$ cat src/rtl/fruit_spawner_pkg.sv
// Shared types and default parameters for the fruit spawner.
package fruit_pkg;

   typedef logic [5:0] cell_t;

   typedef enum logic [1:0] {
      IDLE  = 2'd0,
      WAIT  = 2'd1,
      PROBE = 2'd2,
      CHECK = 2'd3
   } state_t;

   localparam int CELLS_DEF      = 64;
   localparam int SAMPLE_GAP_DEF = 6;
   localparam int MAX_TRIES_DEF  = 8;
   localparam int RESET_POS_DEF  = 40;

endpackage

$ cat src/rtl/fruit_spawner_if.sv
// Occupancy query channel between the fruit spawner (master) and the snake body store (slave).
interface fruit_spawner_if;

   logic              o_probe_valid;
   fruit_pkg::cell_t  o_probe_pos;
   logic              i_probe_occupied;

   modport master (
      output o_probe_valid,
      output o_probe_pos,
      input  i_probe_occupied
   );

   modport slave (
      input  o_probe_valid,
      input  o_probe_pos,
      output i_probe_occupied
   );

endinterface

$ cat src/rtl/fruit_spawner.sv
// Picks a free board cell for the next fruit from random samples, checking occupancy with the body store.
// Define FRUIT_FALLBACK_SCAN_EN to fall back to a linear scan (and detect a full board) after MAX_TRIES misses.
//
// state | meaning
// IDLE  | fruit held, waiting for i_spawn_req
// WAIT  | counting down gap until the next random sample
// PROBE | occupancy query for cand on the probe channel
// CHECK | probe answer arrives; place fruit or retry
module fruit_spawner
   import fruit_pkg::*;
#(
   parameter int CELLS      = CELLS_DEF,
   parameter int SAMPLE_GAP = SAMPLE_GAP_DEF,
   parameter int MAX_TRIES  = MAX_TRIES_DEF,
   parameter int RESET_POS  = RESET_POS_DEF
) (
   input  logic            i_clock,
   input  logic            i_reset,
   input  logic            i_spawn_req,
   input  cell_t           i_random,
   fruit_spawner_if.master probe,
   output cell_t           o_fruit_pos,
   output logic            o_fruit_valid,
   output logic            o_busy,
   output logic            o_spawn_done,
   output logic            o_board_full
);

   localparam int GAP_W = (SAMPLE_GAP > 1) ? $clog2(SAMPLE_GAP) : 1;
   localparam int TRY_W = $clog2(MAX_TRIES + 1);
   localparam logic [GAP_W-1:0] GAP_LOAD = GAP_W'(SAMPLE_GAP - 1);
   localparam logic [TRY_W-1:0] TRY_MAX  = TRY_W'(MAX_TRIES);

   state_t            state, state_d;
   cell_t             cand, cand_d;
   logic [GAP_W-1:0]  gap, gap_d;
   logic [TRY_W-1:0]  tries, tries_d, tries_inc;
   cell_t             fruit_pos_d;
   logic              fruit_valid_d;
   logic              spawn_done_d;

`ifdef FRUIT_FALLBACK_SCAN_EN
   localparam int SCAN_W = $clog2(CELLS + 1);
   localparam logic [SCAN_W-1:0] SCAN_FULL = SCAN_W'(CELLS);
   localparam logic [TRY_W-1:0]  TRY_LAST  = TRY_W'(MAX_TRIES - 1);

   logic              scan_mode, scan_mode_d;
   logic [SCAN_W-1:0] scanned, scanned_d;
   logic              board_full_q, board_full_d;

   function automatic cell_t next_cell(input cell_t c);
      if (int'(c) >= CELLS - 1) return '0;
      return cell_t'(c + 6'd1);
   endfunction

   assign o_board_full = board_full_q;
`else
   assign o_board_full = 1'b0;
`endif

   assign o_busy    = (state != IDLE);
   assign tries_inc = (tries == TRY_MAX) ? tries : tries + 1'b1;

   always_ff @(posedge i_clock or posedge i_reset) begin
      if (i_reset) begin
         state         <= IDLE;
         cand          <= '0;
         gap           <= '0;
         tries         <= '0;
         o_fruit_pos   <= cell_t'(RESET_POS);
         o_fruit_valid <= 1'b1;
         o_spawn_done  <= 1'b0;
`ifdef FRUIT_FALLBACK_SCAN_EN
         scan_mode     <= 1'b0;
         scanned       <= '0;
         board_full_q  <= 1'b0;
`endif
      end else begin
         state         <= state_d;
         cand          <= cand_d;
         gap           <= gap_d;
         tries         <= tries_d;
         o_fruit_pos   <= fruit_pos_d;
         o_fruit_valid <= fruit_valid_d;
         o_spawn_done  <= spawn_done_d;
`ifdef FRUIT_FALLBACK_SCAN_EN
         scan_mode     <= scan_mode_d;
         scanned       <= scanned_d;
         board_full_q  <= board_full_d;
`endif
      end
   end

   always_comb begin
      state_d             = state;
      cand_d              = cand;
      gap_d               = gap;
      tries_d             = tries;
      fruit_pos_d         = o_fruit_pos;
      fruit_valid_d       = o_fruit_valid;
      spawn_done_d        = 1'b0;
      probe.o_probe_valid = 1'b0;
      probe.o_probe_pos   = '0;
`ifdef FRUIT_FALLBACK_SCAN_EN
      scan_mode_d         = scan_mode;
      scanned_d           = scanned;
      board_full_d        = 1'b0;
`endif
      case (state)
         IDLE: begin
            if (i_spawn_req) begin
               fruit_valid_d = 1'b0;
               tries_d       = '0;
               gap_d         = GAP_LOAD;
               state_d       = WAIT;
`ifdef FRUIT_FALLBACK_SCAN_EN
               scan_mode_d   = 1'b0;
               scanned_d     = '0;
`endif
            end
         end
         WAIT: begin
            if (gap != '0) begin
               gap_d = gap - 1'b1;
            end else begin
               cand_d = i_random;
               // Out-of-board samples burn a try without touching the probe channel.
               if (int'(i_random) < CELLS) begin
                  state_d = PROBE;
               end else begin
                  tries_d = tries_inc;
                  gap_d   = GAP_LOAD;
               end
            end
         end
         PROBE: begin
            probe.o_probe_valid = 1'b1;
            probe.o_probe_pos   = cand;
            state_d             = CHECK;
         end
         CHECK: begin
            if (!probe.i_probe_occupied) begin
               fruit_pos_d   = cand;
               fruit_valid_d = 1'b1;
               spawn_done_d  = 1'b1;
               state_d       = IDLE;
            end else begin
`ifdef FRUIT_FALLBACK_SCAN_EN
               if (scan_mode) begin
                  if (scanned == SCAN_FULL) begin
                     board_full_d = 1'b1;
                     state_d      = IDLE;
                  end else begin
                     cand_d    = next_cell(cand);
                     scanned_d = scanned + 1'b1;
                     state_d   = PROBE;
                  end
               end else if (tries >= TRY_LAST) begin
                  scan_mode_d = 1'b1;
                  scanned_d   = SCAN_W'(1);
                  cand_d      = next_cell(cand);
                  tries_d     = TRY_MAX;
                  state_d     = PROBE;
               end else begin
                  tries_d = tries_inc;
                  gap_d   = GAP_LOAD;
                  state_d = WAIT;
               end
`else
               tries_d = tries_inc;
               gap_d   = GAP_LOAD;
               state_d = WAIT;
`endif
            end
         end
         default: state_d = IDLE;
      endcase
   end

endmodule

$ cat src/flat_wrapper.sv
// flat-port wrapper written by rule: the top's interface ports become plain ports
module fruit_spawner_flat import fruit_pkg::*;
#(
   parameter int CELLS      = CELLS_DEF,
   parameter int SAMPLE_GAP = SAMPLE_GAP_DEF,
   parameter int MAX_TRIES  = MAX_TRIES_DEF,
   parameter int RESET_POS  = RESET_POS_DEF
)
  (i_clock, i_reset, i_spawn_req, i_random, o_fruit_pos, o_fruit_valid, o_busy, o_spawn_done, o_board_full, probe_o_probe_valid, probe_o_probe_pos, probe_i_probe_occupied);
  fruit_spawner_if probe_i ();
  input  logic i_clock;
  input  logic i_reset;
  input  logic i_spawn_req;
  input  cell_t i_random;
  output cell_t o_fruit_pos;
  output logic o_fruit_valid;
  output logic o_busy;
  output logic o_spawn_done;
  output logic o_board_full;
  output wire logic [$bits(probe_i.o_probe_valid)-1:0] probe_o_probe_valid;
  output wire logic [$bits(probe_i.o_probe_pos)-1:0] probe_o_probe_pos;
  input wire logic [$bits(probe_i.i_probe_occupied)-1:0] probe_i_probe_occupied;
  assign probe_o_probe_valid = probe_i.o_probe_valid;
  assign probe_o_probe_pos = probe_i.o_probe_pos;
  assign probe_i.i_probe_occupied = probe_i_probe_occupied;
  fruit_spawner #(.CELLS(CELLS), .SAMPLE_GAP(SAMPLE_GAP), .MAX_TRIES(MAX_TRIES), .RESET_POS(RESET_POS)) u_core (.i_clock(i_clock), .i_reset(i_reset), .i_spawn_req(i_spawn_req), .i_random(i_random), .probe(probe_i), .o_fruit_pos(o_fruit_pos), .o_fruit_valid(o_fruit_valid), .o_busy(o_busy), .o_spawn_done(o_spawn_done), .o_board_full(o_board_full));
endmodule
$ cat config.mk
export PLATFORM = sky130hd
export DESIGN_NAME = fruit_spawner_flat
export DESIGN_NICKNAME = d
export VERILOG_FILES = /design/src/rtl/fruit_spawner_pkg.sv /design/src/rtl/fruit_spawner_if.sv /design/src/rtl/fruit_spawner.sv /design/src/flat_wrapper.sv
export SDC_FILE = /design/constraint.sdc
export NUM_CORES = 1
export LEC_CHECK = 0
export BUFFER_PORTS_ARGS = -buffer_cell sky130_fd_sc_hd__buf_2
export CORE_AREA = 4 4 50 52
export CTS_BUF_LIST = sky130_fd_sc_hd__clkbuf_4 sky130_fd_sc_hd__clkbuf_8 sky130_fd_sc_hd__clkbuf_16
export DETAILED_ROUTE_END_ITERATION = 10
export DIE_AREA = 0 0 54 56
export PLACE_DENSITY = 0.73
export SYNTH_ARGS = -nofsm -noshare
export SYNTH_HDL_FRONTEND = slang
export SYNTH_SLANG_ARGS = --single-unit
$ cat constraint.sdc
create_clock -name i_clock -period 3.6 [get_ports i_clock]
set_input_delay 0.72 -clock i_clock [delete_from_list [all_inputs] [get_ports i_clock]]
set_output_delay 0.72 -clock i_clock [all_outputs]
set_load 0.1 [all_outputs]
==> results by group, run 1 <==
Cells and area
  – Register area: 479 um^2
  – Final nets: 124
  – Multi-input gate area: 450 um^2
  – Filler cells: 185
  – Antenna cells: 0
  – Area Overhead vs Synth: 17.5%
  – Fraction of layout cells with a size suffix above 1: 0.457

Hold path
  – Hold path cells: 1
  – Worst min path class: flip-flop to flip-flop
  – Worst Hold End: u_core.o_fruit_pos[0]$_DFFE_PP0P_
  – Worst hold start: u_core.o_fruit_pos[0]$_DFFE_PP0P_

Detailed routing
  – WL/cell: 12.4 um
  – Routed vias: 638
  – Router iterations before antenna repair: 3
  – # DRC: 0
  – Routed Antenna Nets: 0
  – Drt first-iter violations: 13
  – DR vias/cell: between 4 and 5
  – Final wirelength: 1640 um

GRT
  – Vias in the first global route: 609
  – Number of antenna violations at the first check in global routing: 0
  – Largest net degree at the start of global routing: 20
  – First-pass GRT wire length: roughly 2700 um
  – GRT Util Overall: 0.123
  – GRT overflow: 0

Clock tree
  – Clock tree buffer depth: 2
  – CTS clk-pin slew, worst paths: 0.10 ns
  – CTS tree: yes
  – CTS Root Cell: clkbuf_4
  – Hold buffers post-CTS: 0
  – Clk_lat worst skew: 0.29 ns
  – Htree depth: 1
  – CTS Buf Count: 3
  – # clock sinks: 19
  – CTS resizes: 0
  – Setup bufs post-CTS: 0

Placed design
  – Detailed Place HPWL: 1280 um
  – IO Port Bufs: 25
  – Routability congestion estimate: 0.789

Setup path
  – Req. time, crit path: 2.88 ns
  – Crit. Startpoint: u_core.state[0]$_DFFE_PP0P_
  – Reg2Reg Setup Slack: 1.78 ns
  – Crit Path Max Fanout: 7
  – R2R depth: 4
  – Crit start category: flip-flop
  – Crit path kind: flip-flop to primary output
  – Critical Path End Type: primary output
  – Reg2reg end: u_core.o_fruit_pos[1]$_DFFE_PP0P_
  – Arrival time worst endpoint: 1.72 ns
  – Reg-to-reg startpoint: u_core.state[1]$_DFFE_PP0P_

Synthesis
  – Mapped Cells: 78
  – Register area share after synthesis: 0.488
  – Post-Syn Area: a little under 1000 um^2
  – Synth Register Bits: 19
  – Post-Syn Area per Cell: 12.6 um^2
  – Synth warn: 0
  – Syn Nets: 96
  – Post-synth cell types: 26

Floorplan
  – Die ar.: 3020 um^2
  – Die Height: 56 um
  – DIE WIDTH: 54 um
  – Site row count: 17
  – Core area: 2110 um^2
  – Ports: 27
  – Initial Util: 0.466

Timing
  – Setup_tns: 0 ns
  – Headroom to the max-slew limit: 0.527
  – Final Hold Vio Count: 0
  – Final period utilization: 0.678
  – Worst Skew: 0.00554 ns
  – Clock period minus worst slack: 2.44 ns
  – Fmax: 410 MHz
  – Slew @ Worst Pin: 0.709 ns
  – RSZ-0062 raised after global routing: false
  – Endpoints failing setup: 0
  – Max-slew violations: 0

Run status
  – Status: completed

Run
  – Max Cap Viol: 0
[state kept, by name, summed over array words and instances, names as in the netlist]
signal and cells:
u_core.gap 3, u_core.o_spawn_done 1, u_core.o_fruit_pos 6, u_core.state 2, u_core.o_fruit_valid 1, u_core.cand 6
[cells in the final DEF (no fill, tap or decap), drive strengths merged]
master,count
buf,26
dfrtp,16
mux2,13
ha,8
inv,7
and2,6
clkbuf,4
dfstp,3
nor2,2
o22a,2
nand2b,2
a211oi,2
and3b,1
a21boi,1
and2b,1
nor2b,1
or3,1
o31a,1
o41ai,1
o21ai,1
a21oi,1
nor4,1
nand3,1
mux2i,1
a2bb2oi,1
conb,1
[cell families (layout without fill, tap and decap cells)]
logic type | after synthesis | in the layout | synth area share
other cells | 1 | 1 | 0.00382
buf+inv | 10 | 37 | 0.0535
flops | 19 | 19 | 0.488
mux | 14 | 14 | 0.159
simple gates | 16 | 16 | 0.115
fa+ha+maj | 8 | 8 | 0.102
compound gates | 10 | 10 | 0.0790
[worst max-delay path by stage]
stage                      endpoint
3_5_place_dp   probe_o_probe_pos[1]
6_report       probe_o_probe_pos[1]
4_1_cts        probe_o_probe_pos[1]
3_3_place_gp   probe_o_probe_pos[5]
2_1_floorplan  probe_o_probe_pos[0]
5_1_grt        probe_o_probe_pos[4]
[metrics by stage]
step	worst slack [ns]	cell area [um^2]	util	hold WS [ns]	cells
floorplan	0.618	982	-	0.489	78
CTS	1.12	1150	0.548	0.515	133
global placement	1.51	1120	0.534	0.485	129
finish	1.16	1150	0.548	0.510	133
detailed placement	1.45	1120	0.534	0.491	129
global route	1.02	1150	0.548	0.530	133
[cell usage after synthesis (all sizes together)]
| master | n | area (um^2) |
|---|---|---|
| buf | 3 | 26.3 |
| a21boi | 1 | 7.51 |
| o22a | 2 | 17.5 |
| dfstp | 3 | 78.8 |
| inv | 7 | 26.3 |
| and2b | 1 | 7.51 |
| or3 | 1 | 6.26 |
| o31a | 1 | 10.0 |
| nor2 | 2 | 7.51 |
| mux2 | 13 | 146 |
| o21ai | 1 | 5.00 |
| mux2i | 1 | 10.0 |
| o41ai | 1 | 8.76 |
| ha | 8 | 100 |
| conb | 1 | 3.75 |
| and3b | 1 | 8.76 |
| a2bb2oi | 1 | 8.76 |
| nand2b | 2 | 12.5 |
| nand3 | 1 | 5.00 |
| nor2b | 1 | 6.26 |
| a21oi | 1 | 5.00 |
| nor4 | 1 | 21.3 |
| and2 | 6 | 37.5 |
| dfrtp | 16 | 400 |
| a211oi | 2 | 15.0 |
[critical path, stage by stage (launching register included)]
cell	delay, ns
dfrtp_1	0.43
inv_1	0.15
ha_1	0.28
and2_1	0.15
buf_2	0.42
[layer usage]
metal | routed length [um] | track usage | vias to the layer above
li1 | - | - | 320
met1 | 777 | 0.177 | 297
met2 | 743 | 0.176 | 19
met3 | 107 | 0.0322 | 2
met4 | 15 | 0.0427 | 0
met5 | 0 | 0 | -
[final cells by class]
cell class              instances  area share
clock buffers                   4      0.0260
inverters                       7      0.0228
multi-input cells              49       0.390
flip-flops and latches         19       0.415
well taps                      28      0.0304
repair buffers                 26       0.115
Power of run 1 is not shown: default switching activity piles up to over one toggle a cycle in this logic, so the estimate is an artifact.
==> run 2, diff against run 1 <==
--- a/config.mk
+++ b/config.mk
@@ -6,11 +6,11 @@
 export NUM_CORES = 1
 export LEC_CHECK = 0
 export BUFFER_PORTS_ARGS = -buffer_cell sky130_fd_sc_hd__buf_2
-export CORE_AREA = 4 4 50 52
+export CORE_AREA = 4 4 52 54
 export CTS_BUF_LIST = sky130_fd_sc_hd__clkbuf_4 sky130_fd_sc_hd__clkbuf_8 sky130_fd_sc_hd__clkbuf_16
 export DETAILED_ROUTE_END_ITERATION = 10
-export DIE_AREA = 0 0 54 56
-export PLACE_DENSITY = 0.73
+export DIE_AREA = 0 0 56 58
+export PLACE_DENSITY = 0.71
 export SYNTH_ARGS = -nofsm -noshare
 export SYNTH_HDL_FRONTEND = slang
 export SYNTH_SLANG_ARGS = --single-unit
==> constraint.sdc (replaced) <==
create_clock -name i_clock -period 2 [get_ports i_clock]
set_input_delay 0.4 -clock i_clock [delete_from_list [all_inputs] [get_ports i_clock]]
set_output_delay 0.4 -clock i_clock [all_outputs]
set_load 0.1 [all_outputs]
==> results by group, run 2 (same netlist as run 1, synthesis figures left out) <==
Placed design
  – IO Port Bufs: 25
  – Detailed Place HPWL: 1430 um
  – Placed instance count: between 100 and 150
  – Routability congestion estimate: 0.777

Clock tree
  – Clk_lat worst skew: between 0.2 and 0.3 ns
  – CTS Buf Count: 3
  – # clock sinks: 19
  – Clock tree buffer depth: 2
  – Setup bufs post-CTS: 0
  – Htree depth: 1
  – CTS tree: yes
  – CTS clk-pin slew, worst paths: 0.10 ns
  – CTS Root Cell: clkbuf_4

Setup path
  – Crit Path Max Fanout: 7
  – Crit start category: flip-flop
  – Arrival time worst endpoint: 1.52 ns
  – Crit path kind: flip-flop to primary output
  – Req. time, crit path: roughly 1.6 ns
  – Critical Path End Type: primary output

Floorplan
  – DIE WIDTH: 56 um
  – Core area: around 2200 um^2
  – Die ar.: 3250 um^2
  – Initial Util: 0.444
  – Die Height: 58 um
  – Ports: 27
  – Site row count: 17

Detailed routing
  – Drt first-iter violations: 9
  – Final wirelength: 1770 um
  – Routed vias: roughly 690
  – WL/cell: between 10 and 15 um
  – Routed Antenna Nets: 0
  – DR vias/cell: about 5.1
  – Router iterations before antenna repair: 4
  – # DRC: 0

Run
  – Max Cap Viol: 0

Cells and area
  – Top Registers: u_core.cand: 6 flops, u_core.o_fruit_pos: 6 flops, u_core.gap: 3 flops
  – Fraction of layout cells with a size suffix above 1: 0.528
  – Commonest non-fill, non-tap cell in the layout: buf_2
  – Most frequent cells in the layout: 17 x buf_2, 16 x dfrtp_1, 13 x mux2_2
  – Antenna cells: 0
  – Area Overhead vs Synth: 28.9%
  – Final nets: 125
  – Post-Layout Cell Count: 134

Timing
  – Fmax: around 520 MHz
  – Final period utilization: 0.958
  – Endpoints failing setup: 0
  – RSZ-0062 raised after global routing: false
  – Worst Skew: 0.00127 ns
  – Clock period minus worst slack: 1.92 ns
  – Headroom to the max-slew limit: 0.532
  – Slew @ Worst Pin: around 0.7 ns
  – Final Hold Vio Count: 0
  – Max-slew violations: 0

GRT
  – Busiest grt layer: met2
  – Met2 GRT Util: 0.207
  – Largest net degree at the start of global routing: 20
  – First-pass GRT wire length: between 3000 and 4000 um
  – Met1 usage: 0.139
  – Vias in the first global route: 682
  – Number of antenna violations at the first check in global routing: 0
  – GRT Util Overall: 0.119
  – GRT overflow: 0
  – Routing usage on met3: 0.0334

Hold path
  – Worst min path class: input pin to async pin

Run status
  – Status: completed
[run 2: routing by layer]
metal  vias up  wire [um]
met3         2        121
met5         -          0
li1        323          -
met2        18        899
met4         0         10
met1       343        739
[run 2: repair_timing]
item / CTS / global route
hold buffers: 0 / 0
endpoints found under the setup margin: 1 / 1
gates resized for setup: 1 / 1
pin swaps: 0 / 0
[run 2: layout make-up]
cell class	instances	area, um^2
Fill cell	196	946
Multi-Input combinational cell	49	460
Timing Repair Buffer	27	235
Sequential cell	19	479
Inverter	7	26.3
Clock buffer	4	30.0
Tap cell	28	35.0
[run 2: final timing paths]
| check | start | end | slack [ns] | depth (start not counted) |
|---|---|---|---|---|
| min reg2reg | u_core.o_fruit_pos[4]$_DFFE_PP0P_ | u_core.o_fruit_pos[4]$_DFFE_PP0P_ | 0.51 | 1 |
| max in group asynchronous | i_reset | u_core.state[0]$_DFFE_PP0P_ | 1.36 | 2 |
| max | u_core.state[0]$_DFFE_PP0P_ | probe_o_probe_pos[1] | 0.08 | 4 |
| min | i_reset | u_core.cand[2]$_DFFE_PP0P_ | 0.20 | 2 |
| min in group i_clock | i_random[2] | u_core.cand[2]$_DFFE_PP0P_ | 0.34 | 2 |
| max reg2reg | u_core.state[1]$_DFFE_PP0P_ | u_core.gap[1]$_DFFE_PP0P_ | 0.26 | 5 |
[run 2: through the flow]
stage          TNS [ns]  hold WS, ns   util  setup WS [ns]  cell area [um^2]
6_report              0        0.201  0.572         0.0843              1270
3_3_place_gp          0        0.489  0.557          0.329              1230
4_1_cts               0        0.218  0.571         0.0576              1260
3_5_place_dp          0        0.494  0.557          0.264              1230
5_1_grt               0        0.250  0.572        0.00655              1270
2_1_floorplan    -0.386        0.349      -        -0.0728               992
[run 2: worst max-delay path, stage by stage (launching register included)]
cell and delay [ns]:
dfrtp_1 0.43, inv_1 0.16, ha_2 0.27, and2_2 0.19
buf_12 0.17
Power of run 2 is left out for the same reason.
